===== src/rtl/toggle_counter_pkg.sv =====
// toggle_counter_pkg: shared mode constants and the MAX_VAL range helper for toggle_counter
package toggle_counter_pkg;
  localparam int MODE_WRAP = 0;
  localparam int MODE_SAT  = 1;
  function automatic int max_count(input int width);
    return (1 << width) - 1;
  endfunction
endpackage


===== src/rtl/toggle_counter_cell.sv =====
// toggle_cell: single-bit T flip-flop with async active-low reset; ports clk, rst_n, t (toggle), q (state)
module toggle_cell (
  input  logic clk,
  input  logic rst_n,
  input  logic t,
  output logic q
);
  logic q_d, q_q;
  always_comb q_d = q_q ^ t;
  always_ff @(posedge clk or negedge rst_n)
    if (!rst_n) q_q <= 1'b0;
    else q_q <= q_d;
  assign q = q_q;
endmodule


===== src/rtl/toggle_counter.sv =====
// toggle_counter: up/down modulo counter of toggle cells; ports clk, rst_n, clear, load, d, en, up -> q, tc (comb), wrap (registered pulse)
module toggle_counter
  import toggle_counter_pkg::*;
#(
  parameter int WIDTH    = 4,
  parameter int MAX_VAL  = (1 << WIDTH) - 1,
  parameter int SATURATE = MODE_WRAP
) (
  input  logic             clk,
  input  logic             rst_n,
  input  logic             clear,
  input  logic             load,
  input  logic [WIDTH-1:0] d,
  input  logic             en,
  input  logic             up,
  output logic [WIDTH-1:0] q,
  output logic             tc,
  output logic             wrap
);
  localparam int BOUND = max_count(WIDTH);
  localparam logic [WIDTH-1:0] MAX = WIDTH'(MAX_VAL);
  localparam bit SAT = (SATURATE == MODE_SAT);
  if (MAX_VAL < 1 || MAX_VAL > BOUND) begin : g_bad_max
    $error("toggle_counter: MAX_VAL out of range 1..2**WIDTH-1");
  end
  logic [WIDTH-1:0] nq, t;
  logic at_max, at_zero, edge_hit, wrap_d, wrap_q;
  always_comb begin
    at_max   = (q == MAX);
    at_zero  = (q == '0);
    edge_hit = up ? at_max : at_zero;
    nq = clear ? '0 :
         load  ? ((d > MAX) ? MAX : d) :
         !en   ? q :
         up    ? (at_max  ? (SAT ? q : '0)  : q + WIDTH'(1)) :
                 (at_zero ? (SAT ? q : MAX) : q - WIDTH'(1));
    // clear/load reach the cells as toggles too, so every bit is a plain T flop
    t      = q ^ nq;
    wrap_d = !clear && !load && en && !SAT && edge_hit;
    tc     = en && edge_hit;
  end
  for (genvar i = 0; i < WIDTH; i++) begin : g_cell
    toggle_cell u_cell (.clk(clk), .rst_n(rst_n), .t(t[i]), .q(q[i]));
  end
  always_ff @(posedge clk or negedge rst_n)
    if (!rst_n) wrap_q <= 1'b0;
    else wrap_q <= wrap_d;
  assign wrap = wrap_q;
endmodule


===== config.mk =====
export PLATFORM = sky130hd
export DESIGN_NAME = toggle_counter
export DESIGN_NICKNAME = d
export VERILOG_FILES = /design/src/rtl/toggle_counter_pkg.sv /design/src/rtl/toggle_counter_cell.sv /design/src/rtl/toggle_counter.sv
export SDC_FILE = /design/constraint.sdc
export NUM_CORES = 1
export LEC_CHECK = 0
export BUFFER_PORTS_ARGS = -buffer_cell sky130_fd_sc_hd__buf_2
export CORE_AREA = 2 2 39 41
export CTS_CLUSTER_DIAMETER = 50
export DETAILED_ROUTE_END_ITERATION = 12
export DIE_AREA = 0 0 41 43
export SETUP_SLACK_MARGIN = 0.5
export SKIP_CTS_REPAIR_TIMING = 1
export SLEW_MARGIN = 20
export SYNTH_ARGS = -nofsm -noshare
export SYNTH_HDL_FRONTEND = slang
export SYNTH_SLANG_ARGS = --single-unit
export TNS_END_PERCENT = 1

===== constraint.sdc =====
create_clock -name clk -period 1.7 [get_ports clk]
set_input_delay 0.17 -clock clk [delete_from_list [all_inputs] [get_ports clk]]
set_output_delay 0.17 -clock clk [all_outputs]
set_load 0.01 [all_outputs]

## Word-level counts from Yosys, hierarchy flattened

Index checks and enable logic that the tools add are counted.

| storage, ports and cells | value |
|---|---|
| flip-flop bits (word level) | 5 |
| input bits | 10 |
| word-level logic and storage cells | 29 |

| operators by class | value |
|---|---|
| $add $sub $neg | 2 |
| $lt $le $gt $ge | 1 |
| equal/unequal tests | 1 |
| mux-type cells | 8 |
| bitwise logic cells | 5 |
| reduce and logical (&&, ||, !) cells | 7 |

Operators by type and width:

| operator | count |
|---|---|
| $mux 4 | 7 |
| $add 4x1->4 const B | 1 |
| $eq 4x4->1 const B | 1 |
| $gt 4x4->1 const B | 1 |
| $logic_and 1x1->1 | 4 |
| $logic_not 4->1 | 1 |
| $sub 4x1->4 const B | 1 |
| $xor 1x1->1 | 4 |
| $xor 4x4->4 | 1 |
| $logic_not 1->1 | 2 |
| $mux 1 | 1 |

## Logic depth before layout (Yosys ltp)

| depth | value |
|---|---|
| word-level depth | 8 |
| gate-level depth with buffers | 6 |

## By module

From an unflattened synthesis, not the netlist that was laid out.

| second synthesis, totals | value |
|---|---|
| cells, all modules | 52 |
| area, all modules | 473.0 sq um |

Modules (own cells, without submodules):

| module | instances | cells an instance | area an instance (sq um) |
|---|---|---|---|
| toggle_counter | 1 | 44 | 337.8 |
| toggle_cell | 4 | 2 | 33.8 |

## Worst setup path after synthesis

OpenSTA, ideal clock, no wires.

| path | value |
|---|---|
| path kind | flip-flop to flip-flop |
| start | register g_cell[0].u_cell.q_q |
| end | register g_cell[0].u_cell.q_q |
| setup time | 0.094 ns |
| arrival time | 1.590 ns |
| data required time | 1.606 ns |
| path slack | 0.016 ns |
| cell stages (with the launch flop) | 6 |
| clock period less this slack | 1.684 ns |
| path through | dfrtp_1 inv_1 ha_1 or3b_1 a221o_1 a221oi_2 |

| between the ends | value |
|---|---|
| longest elaborated chain between the ends | 8 |

Ends and longest elaborated chain:

| item | RTL line | text |
|---|---|---|
| from (decl) | toggle_counter_cell.sv:8 | `logic q_d, q_q;` |
| from (signal assigned) | toggle_counter_cell.sv:12 | `else q_q <= q_d;` |
| $sub 4x1->4, or another cell as far along | toggle_counter.sv:36 | `(at_zero ? (SAT ? q : MAX) : q - WIDTH'(1));` |
| $mux 4 (on tied branches) | toggle_counter.sv:36, toggle_counter.sv:35 |  |
| $mux 4 | toggle_counter.sv:35 | `up ? (at_max ? (SAT ? q : '0) : q + WIDTH'(1)) :` |
| $mux 4 | toggle_counter.sv:34 | `!en ? q :` |
| $mux 4 | toggle_counter.sv:33 | `load ? ((d > MAX) ? MAX : d) :` |
| $mux 4 | toggle_counter.sv:32 | `nq = clear ? '0 :` |
| $xor 4x4->4 | toggle_counter.sv:38 | `t = q ^ nq;` |
| $xor 1x1->1 * | toggle_counter_cell.sv:9 | `always_comb q_d = q_q ^ t;` |
| via g_cell[0].u_cell.q_d | toggle_counter_cell.sv:8 |  |

The timed path passes the listed nets; every way through them passes the cells marked *.

## Final worst setup path

| path | value |
|---|---|
| start | register g_cell[0].u_cell.q_q |
| end | output port tc |

| between the ends | value |
|---|---|
| longest elaborated chain between the ends | 3 |

Ends and longest elaborated chain:

| item | RTL line | text |
|---|---|---|
| $eq 4x4->1 or $logic_not 4->1 (tied branches) | toggle_counter.sv:29, toggle_counter.sv:30 |  |
| $mux 1 * | toggle_counter.sv:31 | `edge_hit = up ? at_max : at_zero;` |
| $logic_and 1x1->1 * | toggle_counter.sv:40 | `tc = en && edge_hit;` |
| to (decl) | toggle_counter.sv:17 | `output logic tc,` |

Every way passes the cells marked *; elsewhere a longest branch is shown, timed or not.

==> impl_metrics.yaml <==
grt:
  grt_max_degree: 10
  track_usage: 0.120
  grt_pass1_wl_um: 1440
  antenna_found_initial: 0
  grt_overflow_total: 0
  grt_pass1_vias: 379
placed_design:
  gp_congestion: 0.672
  io_buffers: 15
  dp_hpwl_um: 706
power:
  power_density_nw_per_um2: 701
  leakagePower_nw: 0.305
  peakVddDrop_mv: 0.293
sta:
  maxSlewViolCount: 0
  post-route-min-period_ns: 1.81
  hold_violations: 0
  worst_slack_ns: -0.106
  fin_crit_sh: 1.06
  holdWs_ns: 0.161
  fmaxAchievable_ghz: 0.554
  skew_ns: 0.00352
  slew-limit-headroom: 0.839
  setup_viol: 1
  max_slew.worst_pin.slew_ns: 0.241
  rsz0062_at_grt: "yes"
logic_synthesis:
  yosysSeqAreaShare: 0.293
  synth_compound_area_frac: 0.240
  synth_mux_area_frac: 0.0704
  ys_seq_elements: 5
  synth-edff-count: 0
  synth_top_family_by_area: "compound AO/OA/AOI/OAI gates"
  syn_inst: 48
  synth_cell_types: 28
  yosysWarnings: 0
  syn_nets: 60
  synth-async-reset-ratio: 1.00
  synth_top_cell_area_share: 0.293
  synth_fa_ha_area_frac: 0.0587
  synth-simple-area-share: 0.155
  synth-main-ff-cell: "dfrtp_1"
  syn_area_sq_um: 427
  yosys-top-cells-area: "dfrtp_1 (29%), mux2i_1 (7.0%), buf_4 (7.0%)"
  synth_top_cell_by_area: "dfrtp_1"
  synthXorXnorAreaFrac: 0.0411
  syn_area_per_cell_sq_um: 8.89
clock_tree:
  clk_transition_reported_paths_ns: 0.05
  htreeDepth: 1
  clock_latency_ns: 0.24
  clkSinkCount: 5
  cts_root_buffer: "clkbuf_4"
  cts-buffers-inserted: 3
  cts_buffer_depth: 2
  cts_tree: "done"
run_status:
  outcome: "finished with violations"
  violations: "negative setup slack"
critical_path:
  crit_path_max_fanout: 3
  arrival_ns: 1.64
  cp-end-kind: "output pin"
  worstSetupPathType: "flip-flop to output pin"
  start_kind: "flip-flop"
  cp.required_ns: 1.53
detailed_routing:
  dr_total_vias: 422
  avgRoutedWirePerCell_um: 11.5
  postRouteWirelength_um: 958
  drtIter0Drc: 5
  drtPass1Iterations: 4
  viasPerCell: 5.08
  drc: 0
  ant_nets: 0
layout:
  mostFrequentLayoutCells: "buf_2 (15), dfrtp_1 (5), buf_4 (5)"
  final_common_cell: "buf_2"
  final_util: 0.420
  drive_gt1_frac: 0.448
  layout.nets: 80
  area_growth_pct: 36.1
  antenna-diode-count: 0
  fill_cells: 148
floorplanning:
  core_area_sq_um: 1380
  die_h_um: 43
  die-width_um: 41
  io-pin-count: 16
  rows: 14
  dieArea_sq_um: 1760
  start_util: 0.308
run:
  max_cap_violations: 0
worst_hold_path:
  hp-class: "input pin to flip-flop"
==> worst max-delay path: stages, from the launching register on <==
cell and delay (ns):
dfrtp_1 0.38, inv_2 0.09, ha_4 0.14, or3b_4 0.38, mux2i_1 0.12, and2_1 0.15
buf_2 0.13
==> cells in the mapped netlist (all sizes together) (2+ instances only) <==
library cell  n
nand2         2
mux2i         3
ha            2
clkbuf        2
dfrtp         5
a21oi         3
inv           6
a221oi        2
nor2          2
buf           4
==> metrics by stage <==
| stage | std cells | worst slack [ns] | area, sq um | power, W | setup TNS, ns |
|---|---|---|---|---|---|
| floorplan | 48 | 0.0935 | 439 | 0.000222 | 0 |
| global placement | 75 | 0.0359 | 512 | 0.000252 | 0 |
| detailed placement | 75 | 0.0597 | 512 | 0.000253 | 0 |
| CTS | 79 | -0.118 | 538 | 0.000395 | -0.118 |
| global route | 83 | -0.190 | 581 | 0.000431 | -0.214 |
| finish | 83 | -0.106 | 581 | 0.000407 | -0.106 |
==> cell families after synthesis <==
logic type | count (synthesis)
buffers and inverters | 12
AND/OR/NAND/NOR | 11
multiplexers | 3
adder cells (fa/ha/maj) | 2
flip-flops | 5
XOR/XNOR | 2
AO/OA/AOI/OAI | 13
==> flip-flops by register name, summed over array words and instances, names as in the netlist <==
signal,flops
g_cell.u_cell.q,4
wrap,1
==> power by group <==
group | total, W | switching [W] | internal, W
Clock | 0.000139 | 0.0000499 | 0.0000888
Sequential | 0.000137 | 0.00000996 | 0.000127
Combinational | 0.000131 | 0.0000606 | 0.0000704
Total | 0.000407 | 0.000120 | 0.000287
==> path summary, 6_finish.rpt <==
path / to / start / slack (ns) / cells past startpoint
setup / recovery: tc / g_cell[0].u_cell.q / -0.11 / 6
hold / removal: g_cell[0].u_cell.q / clear / 0.16 / 2
setup reg to reg: g_cell[3].u_cell.q / g_cell[0].u_cell.q / 0.04 / 5
hold reg to reg: g_cell[3].u_cell.q / g_cell[3].u_cell.q / 0.75 / 2
max in group asynchronous: wrap / rst_n / 1.30 / 2
min in group asynchronous: g_cell[3].u_cell.q / rst_n / 0.27 / 2
==> cell type report <==
| class | instances | area (sq um) | share of cell area |
|---|---|---|---|
| multi-input cells | 31 | 264 | 0.455 |
| flip-flops and latches | 5 | 125 | 0.216 |
| repair buffers | 21 | 123 | 0.211 |
| clock buffers | 4 | 26.3 | 0.0453 |
| inverters | 6 | 22.5 | 0.0388 |
| well taps | 16 | 20.0 | 0.0345 |
==> routing by layer <==
metal,part of all wire,wire [um],vias to the layer above,track usage
met5,0,0,-,0
met3,0.076,73,0,0.0471
met1,0.41,395,198,0.134
li1,-,-,203,-
met2,0.51,488,21,0.197
met4,0,0,0,0.0400
Power figures use the tool's default switching activity.
